<file path="src/rtl/mult_seq_pkg.sv">
// Shared types for the sequential shift-and-add multiplier.
package mult_seq_pkg;
    typedef enum logic [1:0] {IDLE, CALC, DONE} mult_seq_state_t;
endpackage

</file>
<file path="src/rtl/adder_rc.sv">
// Ripple-carry adder: s/co = a + b + ci, purely combinational.
module adder_rc #(
    parameter int WIDTH = 4
) (
    input  logic [WIDTH-1:0] a,
    input  logic [WIDTH-1:0] b,
    input  logic             ci,
    output logic [WIDTH-1:0] s,
    output logic             co
);
    logic [WIDTH:0] c;

    assign c[0] = ci;

    for (genvar i = 0; i < WIDTH; i++) begin : g_bit
        assign s[i]   = a[i] ^ b[i] ^ c[i];
        assign c[i+1] = (a[i] & b[i]) | (c[i] & (a[i] ^ b[i]));
    end

    assign co = c[WIDTH];
endmodule

</file>
<file path="src/rtl/mult_seq.sv">
// Sequential unsigned shift-and-add multiplier, one add+shift per clock.
// Optional ovf output enabled by defining MULT_SEQ_OVF_EN.
module mult_seq
    import mult_seq_pkg::*;
#(
    parameter int WIDTH = 4
) (
    input  logic               clk,
    input  logic               rst_n,
    input  logic               in_valid,
    output logic               in_ready,
    input  logic [WIDTH-1:0]   a,
    input  logic [WIDTH-1:0]   b,
    output logic               out_valid,
    input  logic               out_ready,
    output logic [2*WIDTH-1:0] p
`ifdef MULT_SEQ_OVF_EN
    ,
    output logic               ovf
`endif
);
    localparam int CW = $clog2(WIDTH);
    localparam logic [CW-1:0] CNT_LAST = CW'(WIDTH - 1);

    mult_seq_state_t  state;
    logic [WIDTH-1:0] mcand;
    logic [WIDTH-1:0] acc_hi;
    logic [WIDTH-1:0] acc_lo;
    logic [CW-1:0]    cnt;

    logic [WIDTH-1:0] add_b;
    logic [WIDTH-1:0] sum;
    logic             carry;

    assign add_b = acc_lo[0] ? mcand : '0;

    adder_rc #(.WIDTH(WIDTH)) u_add (
        .a  (acc_hi),
        .b  (add_b),
        .ci (1'b0),
        .s  (sum),
        .co (carry)
    );

    always_ff @(posedge clk or negedge rst_n) begin
        if (!rst_n) begin
            state     <= IDLE;
            mcand     <= '0;
            acc_hi    <= '0;
            acc_lo    <= '0;
            cnt       <= '0;
            in_ready  <= 1'b1;
            out_valid <= 1'b0;
        end else begin
            unique case (state)
                IDLE: begin
                    if (in_valid) begin
                        mcand    <= a;
                        acc_hi   <= '0;
                        acc_lo   <= b;
                        cnt      <= '0;
                        in_ready <= 1'b0;
                        state    <= CALC;
                    end
                end
                CALC: begin
                    // carry becomes the new MSB; multiplier bits shift out the bottom
                    {acc_hi, acc_lo} <= {carry, sum, acc_lo[WIDTH-1:1]};
                    cnt <= cnt + 1'b1;
                    if (cnt == CNT_LAST) begin
                        out_valid <= 1'b1;
                        state     <= DONE;
                    end
                end
                DONE: begin
                    if (out_ready) begin
                        out_valid <= 1'b0;
                        in_ready  <= 1'b1;
                        state     <= IDLE;
                    end
                end
                default: begin
                    out_valid <= 1'b0;
                    in_ready  <= 1'b1;
                    state     <= IDLE;
                end
            endcase
        end
    end

    assign p = {acc_hi, acc_lo};

`ifdef MULT_SEQ_OVF_EN
    assign ovf = out_valid && (acc_hi != '0);
`endif
endmodule

</file>
<file path="config.mk">
export PLATFORM = sky130hd
export DESIGN_NAME = mult_seq
export DESIGN_NICKNAME = d
export VERILOG_FILES = /design/src/rtl/mult_seq_pkg.sv /design/src/rtl/adder_rc.sv /design/src/rtl/mult_seq.sv
export SDC_FILE = /design/constraint.sdc
export NUM_CORES = 1
export LEC_CHECK = 0
export ABC_AREA = 1
export CORE_MARGIN = 2
export CORE_UTILIZATION = 45
export CTS_CLUSTER_SIZE = 10
export DETAILED_ROUTE_END_ITERATION = 7
export GPL_ROUTABILITY_DRIVEN = 0
export GPL_TIMING_DRIVEN = 0
export PLACE_DENSITY = 0.84
export SLEW_MARGIN = 10
export SYNTH_ARGS = -nofsm -noshare
export SYNTH_HDL_FRONTEND = slang
export SYNTH_SLANG_ARGS = --single-unit
</file>
<file path="constraint.sdc">
create_clock -name clk -period 4.83 [get_ports clk]
set_input_delay 0.7245 -clock clk [delete_from_list [all_inputs] [get_ports clk]]
set_output_delay 0.7245 -clock clk [all_outputs]
set_load 0.02 [all_outputs]
</file>
Yosys cells after proc, flatten, opt, wreduce, memory -nomap -nowiden. Index checks and enable logic that the tools add are counted.

Add/subtract/negate cells: 1. Equality and inequality tests: 6. Muxes and demuxes: 17. Bitwise logic cells: 19. Reduce and logical (&&, ||, !) cells: 7.

Operators with widths (number): 4-bit case mux with 2 select lines (2); 4-bit 2-to-1 mux (3); 3-bit AND reduction (3); 2-bit 2-to-1 mux (4); 1-bit AND (7); 1-bit bitwise XOR (7); 2-bit inequality test, second input constant (3); 1-bit case mux with 3 select lines (2); 2-bit case mux with 3 select lines (1); 2-bit equality test, second input constant (2); 1-bit 2-to-1 mux (4); 2-bit case mux with 2 select lines (1); 2-bit AND reduction (2); 1-bit bitwise OR (3); 2-bit by 1-bit adder with 2-bit output, second input constant (1); 2-bit by 1-bit equality test with 1-bit output, second input constant (1); 2-bit logical NOT (1); 1-bit inverter (2); 2-bit nonzero test (1).

Register bits after elaboration: 18. Input port bits: 12.

Logic depth before layout (Yosys ltp).
Depth after elaboration: 9. Mapped depth: 10. Mapped depth without buffers: 10.

Modules after synthesis. A second synthesis with hierarchy kept.

Cell total of the unflattened synthesis: 114. Area total of the unflattened synthesis: 920.9 sq um.

By module, submodules not included: mult_seq (instances 1, cells each 100, area an instance 803.3 sq um, sequential area each 451.7 sq um); adder_rc (instances 1, cells each 14, area an instance 117.6 sq um, sequential area each 0.0 sq um).

Worst setup path after synthesis. OpenSTA, ideal clock, no wires.

Path type: flip-flop to flip-flop. From: register acc_lo[0]. To: register acc_hi[2]. Setup time: 0.117 ns. Arrival time: 1.911 ns. Data required time: 4.713 ns. Slack: 2.802 ns. Cell stages (with the launch flop): 11. Buffers on the path: 0. Clock period less this slack: 2.028 ns. Cells stage by stage: dfrtp_1 -> nand2_1 -> inv_1 -> ha_1 -> fa_1 -> inv_1 -> fa_1 -> inv_1 -> fa_1 -> nand2_1 -> nand2_1.

Word-level cells in the longest chain between the ends: 8. Elaborated cells between the ends (all ways): 13. Those cells by class: 2 x mux; 11 x bitwise.

Ends and longest elaborated chain: start: declaration (line mult_seq.sv:28) `logic [WIDTH-1:0] acc_lo;`; start signal: assignment (line mult_seq.sv:68) `{acc_hi, acc_lo} <= {carry, sum, acc_lo[WIDTH-1:1]};`; 4-bit 2-to-1 mux * (line mult_seq.sv:35) `assign add_b = acc_lo[0] ? mcand : '0;`; 1-bit AND / 1-bit bitwise XOR (equally long branches) (line adder_rc.sv:17) `assign c[i+1] = (a[i] & b[i]) | (c[i] & (a[i] ^ b[i]));`; 1-bit AND (line adder_rc.sv:17); 1-bit bitwise OR (line adder_rc.sv:17); 1-bit AND (line adder_rc.sv:17); 1-bit bitwise OR (line adder_rc.sv:17); 1-bit bitwise XOR * (line adder_rc.sv:16) `assign s[i] = a[i] ^ b[i] ^ c[i];`; 4-bit case mux with 2 select lines * (line mult_seq.sv:55) `unique case (state)`; end signal: assignment (line mult_seq.sv:68); end: declaration (line mult_seq.sv:27) `logic [WIDTH-1:0] acc_hi;`.

Every way passes the cells marked *; elsewhere a longest branch is shown, timed or not. A chain may end at the register's enable or synchronous reset.

Final worst setup path.
From: register in_ready. To: output in_ready.

RTL lines: start: declaration (line mult_seq.sv:11) `output logic in_ready,`; start signal: assignment (line mult_seq.sv:52) `in_ready <= 1'b1;`; start signal: assignment (line mult_seq.sv:62) `in_ready <= 1'b0;`; start signal: assignment (line mult_seq.sv:78) `in_ready <= 1'b1;`.

No word-level cell between the ends.

==> flow_summary.yaml <==
drt:
  vias: 758
  drc: 0
  drt_iter0_drc: 8
  wl_per_cell_um: 12.0
  vias_per_cell: 4.80
  drtPass1Iterations: 4
  finalWirelength_um: 1900
  ant_nets: 0
power_and_ir_drop:
  peakVddDrop_uv: 346
  finalPower_uw: 705
  intPower_uw: 402
  p_leak_nw: 0.620
  p_switching_uw: 303
  power_density_nw_per_um2: 607
  clock_power_share: 0.112
  p_comb_frac: 0.512
  switching_share: 0.430
  seq_power_share: 0.375
layout:
  nets: 149
  drive_gt1_frac: 0.0840
  n_fill_cell: 194
  area_growth_pct: 30.3
  utilization: 0.604
  diodes: 0
sta:
  setup_viol_count_final: 0
  slew-limit-headroom: 0.466
  rsz0062_at_grt: "false"
  postLayoutSetupSlackWorst_ps: 2670
  timing.setup.tns_ps: 0
  finalMaxSlewViolations: 0
  finClkSkew_ps: 6.20
  fin_crit_ps: 2160
  finalHoldViolCount: 0
  max_slew.worst_pin.slew_ps: 798
  hold_ws_ps: 478
  fin_crit_sh: 0.448
  max_freq_ghz: 0.462
die:
  rows: 16
  start_util: 0.464
  core_area_um2: 1920
  die_w_um: 48.5
  io_pins: 22
  die-height_um: 48.5
  dieArea_um2: 2350
synthesis:
  ys_seq_area_frac: 0.507
  yosys-top-cells-count: "54 x nand2_1, 17 x dfrtp_1, 11 x inv_1"
  ys_ff_latch: 18
  yosysMostFrequentCell: "nand2_1"
  syn_nets: 123
  synth_edf_count: 0
  synth_flop_cell: "dfrtp_1"
  avgSynthCellArea_um2: 8.40
  syn-cell-area_um2: 891
  synth_top_area_share: 0.478
  syn_inst: 106
  synth_cell_type_count: 15
  ys_top_cells_by_area: "dfrtp_1 48%, nand2_1 23%, fa_1 6.7%, inv_1 4.6%, dfstp_2 2.9%"
  yosysTopAreaCell: "dfrtp_1"
  yosys_warnings: 0
  synthArstFlopShare: 1.00
clock_tree:
  clock_latency_ps: 300
  cts.repair.resized: 0
  post_cts_buffers: 0
  hold_buffers: 0
  htreeDepth: 1
  clkSinkCount: 18
  cts_inserted_buffers: 3
  clock_path_buffers: 2
  cts_tree: "done"
  root_buffer: "clkbuf_4"
  clkTransAtPathRegs_ps: 100
critical_path:
  worst-setup-path-type: "reg -> out"
  startpoint: "in_ready$_DFFE_PN1P_"
  rr_startpoint: "acc_lo[0]$_DFFE_PN0P_"
  critPathSlowestCell: "clkdlybuf4s50_1"
  cp_max_fo: 2
  path_cells: "clkdlybuf4s50_1"
  critical_path_required_ps: 4110
  crit_family: "buffers and inverters"
  endpoint_kind: "output port"
  path_buf_inv: 1
  arrival_ps: 1440
  cp_slowest_stage_delay_ps: 600
  critPathLaunchType: "flip-flop"
run_status:
  outcome: "complete, no violations"
global_route:
  antenna_found_initial: 0
  grt_max_degree: 19
  grt_pass1_wl_um: 3350
  track_usage: 0.192
  grt_pass1_vias: 784
  overflow: 0
min_path:
  min_path_type: "reg -> reg"
  hp-start: "in_ready$_DFFE_PN1P_"
job:
  drv_cap: 0
place:
  dpl_worst_slack_ps: 2790
  io_buffers: 21
  hpwl_um: 1480
## registers in the layout (all words and copies together), names as in the netlist
name	count
acc_hi	4
acc_lo	4
cnt	2
in_ready	1
mcand	4
out_valid	1
state	2
## stage by stage
step           area [µm²]  instances
6_report             1160        158
5_1_grt              1160        158
4_1_cts              1160        158
3_5_place_dp         1130        154
3_3_place_gp         1130        154
2_1_floorplan         891        106
## worst register-to-register path, stage by stage, from the launching register on
cell and delay (ps):
dfrtp_1 440, nand2_1 90, inv_1 40, ha_1 180, fa_1 360, inv_1 70
fa_1 150, inv_1 50, fa_1 440, nand2_1 80, nand2_1 50
## cell usage in the layout, fill, tap and decap left out, drive strengths merged
master and count:
buf 2, nand3b 1, clkdlybuf4s50 21, nand2 56, nor2 1, clkbuf 4
dfstp 1, ha 2, inv 13, nand3 4, dfrtp 17, fa 3
o21ai 5, o21bai 1
## routing by layer
layer  GRT usage  wire (µm)
met1       0.210        734
met5           0          0
met2       0.329       1000
met3      0.0401         79
met4       0.143         87
## cell type report
class,instances,area (µm²),area share
plain buffers,2,22.5,0.0194
clock buffers,4,26.3,0.0226
inverters,13,48.8,0.0420
multi-input cells,73,368,0.317
flip-flops and latches,18,452,0.389
well taps,27,33.8,0.0291
repair buffers,21,210,0.181
## power by group through the flow
| stage | clock network [mW] | logic (mW) | registers (mW) |
|---|---|---|---|
| after detailed placement | 0 | 0.364 | 0.267 |
| after floorplan | 0 | 0.194 | 0.299 |
| final | 0.0793 | 0.361 | 0.265 |
| after global placement | 0 | 0.342 | 0.264 |
| after global routing | 0.0894 | 0.404 | 0.274 |
| after CTS | 0.0815 | 0.365 | 0.264 |
## worst paths after layout
path / endpoint / slack (ps) / depth (start not counted)
hold / removal: in_ready$_DFFE_PN1P_ / 480 / 2
min in group asynchronous: acc_hi[2]$_DFFE_PN0P_ / 880 / 1
setup reg to reg: acc_hi[2]$_DFFE_PN0P_ / 2800 / 10
max in group asynchronous: out_valid$_DFFE_PN0P_ / 3450 / 1
hold reg to reg: in_ready$_DFFE_PN1P_ / 480 / 2
setup / recovery: in_ready / 2670 / 1
## cells by family (layout without fill, tap and decap cells)
logic type                 count (synthesis)  count (layout)  share of synthesized area
buffers and inverters                     15              40                     0.0801
DFF                                       18              18                      0.507
adders and majority gates                  5               5                     0.0955
AOI/OAI and AO/OA                          6               6                     0.0407
and+or+nand+nor                           62              62                      0.277
(Power assumes the default switching activity.)
